### config.mk
export PLATFORM = sky130hd
export DESIGN_NAME = datapath_mc
export DESIGN_NICKNAME = d
export VERILOG_FILES = /design/src/rtl/datapath_mc.sv
export SDC_FILE = /design/constraint.sdc
export NUM_CORES = 1
export LEC_CHECK = 0
export ABC_AREA = 0
export BUFFER_PORTS_ARGS = -buffer_cell sky130_fd_sc_hd__clkbuf_2
export CORE_MARGIN = 1
export CORE_UTILIZATION = 65
export CTS_BUF_LIST = sky130_fd_sc_hd__clkbuf_4
export CTS_CLUSTER_SIZE = 8
export DETAILED_ROUTE_END_ITERATION = 16
export PLACE_DENSITY_LB_ADDON = 0.15
export SYNTH_ARGS = -nofsm -noshare
export SYNTH_HDL_FRONTEND = slang
export SYNTH_SLANG_ARGS = --single-unit
### constraint.sdc
create_clock -name clock -period 9.05 [get_ports clock]
set_input_delay 2.2625 -clock clock [delete_from_list [all_inputs] [get_ports clock]]
set_output_delay 2.2625 -clock clock [all_outputs]
set_load 0.005 [all_outputs]
### src/rtl/datapath_mc.sv
// -----------------------------------------------------------------------------
// datapath_mc
// Multi-cycle register-file + ALU datapath. It executes one instruction per
// start pulse and sits between the controller and the memory/cache.
// Sequence: IDLE -> EXEC -> (MEM) -> WB -> IDLE.
//
// Ports
//   clock, reset          system clock, synchronous active-high reset
//   start                 issue the operation on the control inputs (IDLE only)
//   busy / done           busy outside IDLE; done is a one-cycle pulse in WB
//   RS1, RS2, RD          register indices
//   IMM                   signed immediate
//   ALUControl            ALU operation select
//   ALUSrc                1: SrcB = IMM, 0: SrcB = reg[RS2]
//   MemRead, MemWrite     memory operation controls (both set = store)
//   RegWrite, link        writeback enable, write pclink instead of the result
//   pclink                value written to RD when link = 1
//   Zero, Neg, Carry      registered ALU flags, updated only in EXEC
//   PCReg                 reg[RS1] captured in EXEC
//   mem_req, mem_we       memory request and store strobe, held through MEM
//   Address, WriteData    word address (ALUResult[NBITS-1:2]) and store data
//   ReadData, mem_ready   load data and completion strobe from memory
// -----------------------------------------------------------------------------
module datapath_mc #(
   parameter int NBITS      = 8,
   parameter int NREGS      = 32,
   parameter int WIDTH_ALUF = 4
) (
   input  logic                       clock,
   input  logic                       reset,
   input  logic                       start,
   output logic                       busy,
   output logic                       done,
   input  logic [$clog2(NREGS)-1:0]   RS1,
   input  logic [$clog2(NREGS)-1:0]   RS2,
   input  logic [$clog2(NREGS)-1:0]   RD,
   input  logic [NBITS-1:0]           IMM,
   input  logic [WIDTH_ALUF-1:0]      ALUControl,
   input  logic                       ALUSrc,
   input  logic                       MemRead,
   input  logic                       MemWrite,
   input  logic                       RegWrite,
   input  logic                       link,
   input  logic [NBITS-1:0]           pclink,
   output logic                       Zero,
   output logic                       Neg,
   output logic                       Carry,
   output logic [NBITS-1:0]           PCReg,
   output logic                       mem_req,
   output logic                       mem_we,
   output logic [NBITS-3:0]           Address,
   output logic [NBITS-1:0]           WriteData,
   input  logic [NBITS-1:0]           ReadData,
   input  logic                       mem_ready
);

   localparam int RW  = $clog2(NREGS);
   localparam int SHW = $clog2(NBITS);

   localparam logic [WIDTH_ALUF-1:0] ALU_SUB  = WIDTH_ALUF'(4'b1000);
   localparam logic [WIDTH_ALUF-1:0] ALU_AND  = WIDTH_ALUF'(4'b0111);
   localparam logic [WIDTH_ALUF-1:0] ALU_OR   = WIDTH_ALUF'(4'b0110);
   localparam logic [WIDTH_ALUF-1:0] ALU_XOR  = WIDTH_ALUF'(4'b0100);
   localparam logic [WIDTH_ALUF-1:0] ALU_SLT  = WIDTH_ALUF'(4'b0010);
   localparam logic [WIDTH_ALUF-1:0] ALU_SLTU = WIDTH_ALUF'(4'b0011);
   localparam logic [WIDTH_ALUF-1:0] ALU_SLL  = WIDTH_ALUF'(4'b0001);
   localparam logic [WIDTH_ALUF-1:0] ALU_SRL  = WIDTH_ALUF'(4'b0101);
   localparam logic [WIDTH_ALUF-1:0] ALU_SRA  = WIDTH_ALUF'(4'b1101);

   typedef enum logic [1:0] {
      S_IDLE = 2'd0,
      S_EXEC = 2'd1,
      S_MEM  = 2'd2,
      S_WB   = 2'd3
   } state_t;

   state_t r_state;
   state_t w_next_state;

   // Operation latched at start so the controller may change its outputs
   // while the datapath is busy.
   logic [RW-1:0]         r_rs1;
   logic [RW-1:0]         r_rs2;
   logic [RW-1:0]         r_rd;
   logic [NBITS-1:0]      r_imm;
   logic [WIDTH_ALUF-1:0] r_aluctl;
   logic                  r_alusrc;
   logic                  r_memread;
   logic                  r_memwrite;
   logic                  r_regwrite;
   logic                  r_link;
   logic [NBITS-1:0]      r_pclink;

   logic [NBITS-1:0]      r_regs [NREGS];
   logic [NBITS-1:0]      r_alu_result;
   logic [NBITS-1:0]      r_load_data;
   logic                  r_zero;
   logic                  r_neg;
   logic                  r_carry;
   logic [NBITS-1:0]      r_pcreg;
   logic [NBITS-1:0]      r_writedata;

   logic [NBITS-1:0]      w_src_a;
   logic [NBITS-1:0]      w_reg_b;
   logic [NBITS-1:0]      w_src_b;
   logic [SHW-1:0]        w_shamt;
   logic [NBITS:0]        w_sum;
   logic [NBITS:0]        w_diff;
   logic [NBITS-1:0]      w_alu_result;
   logic                  w_alu_carry;
   logic [NBITS-1:0]      w_wb_data;
   logic                  w_busy;
   logic                  w_done;
   logic                  w_mem_req;
   logic                  w_mem_we;

   // Register 0 reads as zero regardless of array contents.
   assign w_src_a = (r_rs1 == '0) ? '0 : r_regs[r_rs1];
   assign w_reg_b = (r_rs2 == '0) ? '0 : r_regs[r_rs2];
   assign w_src_b = r_alusrc ? r_imm : w_reg_b;
   assign w_shamt = w_src_b[SHW-1:0];

   // One extra bit captures carry-out on ADD and borrow on SUB.
   assign w_sum  = {1'b0, w_src_a} + {1'b0, w_src_b};
   assign w_diff = {1'b0, w_src_a} - {1'b0, w_src_b};

   // NOTE: every combinational output gets a default before the case so no
   // path leaves it unassigned, which would otherwise infer a latch.
   always_comb begin
      w_alu_result = w_sum[NBITS-1:0];
      w_alu_carry  = 1'b0;
      case (r_aluctl)
         ALU_SUB: begin
            w_alu_result = w_diff[NBITS-1:0];
            w_alu_carry  = ~w_diff[NBITS];       // set when no borrow
         end
         ALU_AND:  w_alu_result = w_src_a & w_src_b;
         ALU_OR:   w_alu_result = w_src_a | w_src_b;
         ALU_XOR:  w_alu_result = w_src_a ^ w_src_b;
         ALU_SLT:  w_alu_result = {{(NBITS-1){1'b0}}, ($signed(w_src_a) < $signed(w_src_b))};
         ALU_SLTU: w_alu_result = {{(NBITS-1){1'b0}}, (w_src_a < w_src_b)};
         ALU_SLL:  w_alu_result = w_src_a << w_shamt;
         ALU_SRL:  w_alu_result = w_src_a >> w_shamt;
         ALU_SRA:  w_alu_result = $unsigned($signed(w_src_a) >>> w_shamt);
         default: begin                           // ADD and all unlisted codes
            w_alu_result = w_sum[NBITS-1:0];
            w_alu_carry  = w_sum[NBITS];
         end
      endcase
   end

   // Both MemRead and MemWrite set is a store, so load data is never used then.
   assign w_wb_data = r_link                     ? r_pclink    :
                      (r_memread && !r_memwrite) ? r_load_data : r_alu_result;

   // Next state and handshake outputs.
   always_comb begin
      w_next_state = r_state;
      w_busy       = 1'b1;
      w_done       = 1'b0;
      w_mem_req    = 1'b0;
      w_mem_we     = 1'b0;
      case (r_state)
         S_IDLE: begin
            w_busy = 1'b0;
            if (start) w_next_state = S_EXEC;
         end
         S_EXEC: w_next_state = (r_memread || r_memwrite) ? S_MEM : S_WB;
         S_MEM: begin
            w_mem_req = 1'b1;
            w_mem_we  = r_memwrite;
            if (mem_ready) w_next_state = S_WB;
         end
         S_WB: begin
            w_done       = 1'b1;
            w_next_state = S_IDLE;
         end
         default: w_next_state = S_IDLE;
      endcase
   end

   // NOTE: sequential state uses non-blocking assignments so every register
   // samples pre-edge values, independent of statement order.
   always_ff @(posedge clock) begin
      if (reset) r_state <= S_IDLE;
      else       r_state <= w_next_state;
   end

   always_ff @(posedge clock) begin
      if (reset) begin
         // NOTE: the register file is cleared on reset, so it is built from
         // flops with a reset loop rather than mapped onto a RAM macro.
         for (int i = 0; i < NREGS; i++) r_regs[i] <= '0;
         r_rs1        <= '0;
         r_rs2        <= '0;
         r_rd         <= '0;
         r_imm        <= '0;
         r_aluctl     <= '0;
         r_alusrc     <= 1'b0;
         r_memread    <= 1'b0;
         r_memwrite   <= 1'b0;
         r_regwrite   <= 1'b0;
         r_link       <= 1'b0;
         r_pclink     <= '0;
         r_alu_result <= '0;
         r_load_data  <= '0;
         r_zero       <= 1'b0;
         r_neg        <= 1'b0;
         r_carry      <= 1'b0;
         r_pcreg      <= '0;
         r_writedata  <= '0;
      end else begin
         case (r_state)
            S_IDLE: begin
               if (start) begin
                  r_rs1      <= RS1;
                  r_rs2      <= RS2;
                  r_rd       <= RD;
                  r_imm      <= IMM;
                  r_aluctl   <= ALUControl;
                  r_alusrc   <= ALUSrc;
                  r_memread  <= MemRead;
                  r_memwrite <= MemWrite;
                  r_regwrite <= RegWrite;
                  r_link     <= link;
                  r_pclink   <= pclink;
               end
            end
            S_EXEC: begin
               r_alu_result <= w_alu_result;
               r_zero       <= (w_alu_result == '0);
               r_neg        <= w_alu_result[NBITS-1];
               r_carry      <= w_alu_carry;
               r_pcreg      <= w_src_a;
               r_writedata  <= w_reg_b;
            end
            S_MEM: begin
               if (mem_ready) r_load_data <= ReadData;
            end
            S_WB: begin
               if (r_regwrite && (r_rd != '0)) r_regs[r_rd] <= w_wb_data;
            end
            default: ;
         endcase
      end
   end

   assign busy      = w_busy;
   assign done      = w_done;
   assign mem_req   = w_mem_req;
   assign mem_we    = w_mem_we;
   assign Zero      = r_zero;
   assign Neg       = r_neg;
   assign Carry     = r_carry;
   assign PCReg     = r_pcreg;
   assign Address   = r_alu_result[NBITS-1:2];
   assign WriteData = r_writedata;

endmodule
==> results.md <==
* Status: finished clean
* Total gr overflow at 0
* Worst EP required at 9.65 ns
* PD cells at 270 nW/um^2
* First-pass GRT wire length at 79.2 mm
* Critical path's largest stage delay at 0.82 ns
* CTS tree: done
* Synth warn at 0
* WL final at 53.8 mm
* Via Count at 14,000
* Total power at 5430 uW
* Area growth from synthesis to layout at 8.83%
* Synth Area in Compound Gates at 7.60%
* Seq/Total Area, Yosys at 51.0%
* Worst Setup End Kind: flip-flop
* Final setup viols at 0
* Routability Congestion at 0.992
* Rows at 61
* Skew final at 0.0649 ns
* CP Class: flip-flop to flip-flop
* Mapped Cells at 1,584
* Area contributors post-synth: edfxtp_1, mux4_2, dfxtp_1
* Sink Count at 342
* Final nets at 1,745
* Final Hold Fails at 0
* XOR/XNOR Fraction of Synth Area at 0.285%
* Half-perimeter wire length after placement at 37.3 mm
* Worst VDD drop at 0.000147 V
* HP Class: flip-flop to flip-flop
* Worst Path Max Fanout at 33
* Die ar. at 29,100 um^2
* Core area at 27,900 um^2
* Tcrit/Tclk final at 62.7%
* Die span in x at 170 um
* DR pass1 iterations at 5
* Min Hold Slack at 0.461 ns
* Post-synth EDFFs at 256
* Initial antenna violation count at 3
* Netlist cell types at 84
* Largest net degree at the start of global routing at 67
* Max_cap viols at 0
* H-tree Lvls at 3
* Layout cells sized above 1 at 23.5%
* Arrival @ worst endpoint at 6.28 ns
* Fmax at 176 MHz
* Fraction of registers with async set/reset at 0%
* Main combinational cell family by area after synthesis: multiplexers
* Remaining antenna violation count at 0
* # hold bufs at CTS at 0
* Via-to-Cell Ratio at 6.62
* Critical Path Source Type: flip-flop
* Vias in the first global route at 13,300
* Post-CTS Setup Bufs at 0
* Slew Limit Headroom at 16.3%
* RSZ-0062 raised after global routing: no
* Synth Flop Type: edfxtp_1
* Adder-cell share of the synthesized area at 2.25%
* Syn Area/Cell at 11.6 um^2
* # IOs at 81
* Most used cell, CP: a21o_1
* Root buffer cell: clkbuf_4
* Maximum clock path buffer count at 3
* Synth Area in Simple Gates at 14.6%
* GRT Overall Usage at 37.9%
* Fin crit period at 5.67 ns
* Slowest-stage cell, CP: a2111oi_0
* Worst-Margin Slew at 1.25 ns
* Worst path cell trace: buf_4 > mux4_2 > mux2i_1 > a2111oi_0 > nand2_1 > inv_2 > ha_1 > inv_1 > o21ai_0 > a21o_1 > a21o_1 > a21o_1 > a2111oi_0 > a21oi_1 > nor4_1 > a2111oi_2 > and4b_1 > a31o_1
* Routed WL per cell at 25.5 um
* Final Max Tran Viols at 0
* Yosys reg bits at 342
* Mux contribution to synthesized area at 20.3%
* Iteration-0 DRC Markers at 1,916
* Post-synth top area share at 41.7%
* Setup TNS at 0 ns
* TritonCTS Buffers at 88
* Clk slew on worst S/H paths at 0.07 ns
* Cells resized by post-CTS repair at 0
* Worst-Skew Late Latency at 0.77 ns
* Chip height at 170 um
* Initial core utilization at 66.2%
* Leakage Power at 0.00709 uW
* Beginning of the worst hold path: r_load_data[7]
* Most area-hungry cell type in the Yosys netlist: edfxtp_1
* Most frequent cell after synthesis: nor2_1
* DRC errors left at 0
* Cell area after synthesis at 18,400 um^2
* Fillers at 1,977
* Synth top cells by count: nor2_1, edfxtp_1, nand2_1, mux4_2, a21oi_1
* IO buf count at 80
-- stage by stage --
stage               instances  worst slack, ns  cell area [um^2]  utilization (%)
floorplan                1591             4.28             18500                -
global placement         1949             3.61             19000             68.1
detailed placement       1949             3.59             19000             68.1
CTS                      2107             3.51             20100             72.1
global route             2108             3.09             20100             72.1
finish                   2109             3.38             20100             72.1
-- state kept, by name, indices dropped and copies added (netlist names), 2 cells and up, named ones only --
signal and count:
r_rs1 5, r_state 2, WriteData 8, r_rs2 5, r_aluctl 4, PCReg 8, r_alu_result 8, r_regs 256
r_imm 8, r_pclink 8, r_rd 5, r_load_data 8
-- routing by layer --
metal / GRT usage, % / wire, um
met5: 0 / 0
met2: 59.4 / 25300
met4: 20.6 / 2740
met3: 9.91 / 6320
met1: 48.7 / 19500
-- cell families (layout without fill, tap and decap cells) --
| logic type | count (synthesis) | after routing |
|---|---|---|
| XOR/XNOR | 6 | 6 |
| flip-flops | 342 | 342 |
| AO/OA/AOI/OAI | 215 | 215 |
| other | 1 | 10 |
| multiplexers | 215 | 215 |
| AND/OR/NAND/NOR | 620 | 620 |
| buffers and inverters | 153 | 291 |
| adder cells (fa/ha/maj) | 32 | 32 |
-- final timing paths --
check	slack, ns	cells after the start	to
min	0.46	2	r_load_data[7]
max	3.38	18	Zero
min reg2reg	0.46	2	r_load_data[7]
max reg2reg	3.38	18	Zero
-- area by class of cell --
class,instances,area (um^2),share of cell area (%)
tap,378,473,2.36
timing repair buffer,104,583,2.90
inverter,29,109,0.542
clock inverter,37,196,0.978
clock buffer,121,908,4.52
sequential,342,9420,46.9
multi-input combinational,1096,8380,41.7
antenna,2,5.00,0.0249
-- critical path, delay by kind of cell (launching register included) --
kind / cells / cell delay (ns)
adder cells (fa/ha/maj): 1 / 0.31
AO/OA/AOI/OAI: 9 / 2.36
multiplexers: 2 / 0.47
flip-flops: 1 / 0.70
AND/OR/NAND/NOR: 3 / 0.83
buffers and inverters: 3 / 0.85
-- where the power goes --
part | total [uW] | internal, uW | switching, uW
combinational | 2110 | 791 | 1320
sequential | 2000 | 1810 | 191
clock | 1320 | 657 | 665
-- cell usage in the layout, fill, tap and decap left out, types with 29 or more instances in the layout --
| master | instances |
|---|---|
| a21oi_1 | 84 |
| clkbuf_2 | 79 |
| clkbuf_4 | 121 |
| dfxtp_1 | 82 |
| edfxtp_1 | 256 |
| ha_1 | 29 |
| mux2i_1 | 73 |
| mux4_2 | 125 |
| nand2_1 | 153 |
| nand2b_1 | 42 |
| nor2_1 | 327 |
No activity file was read; power rests on OpenSTA's default activity.
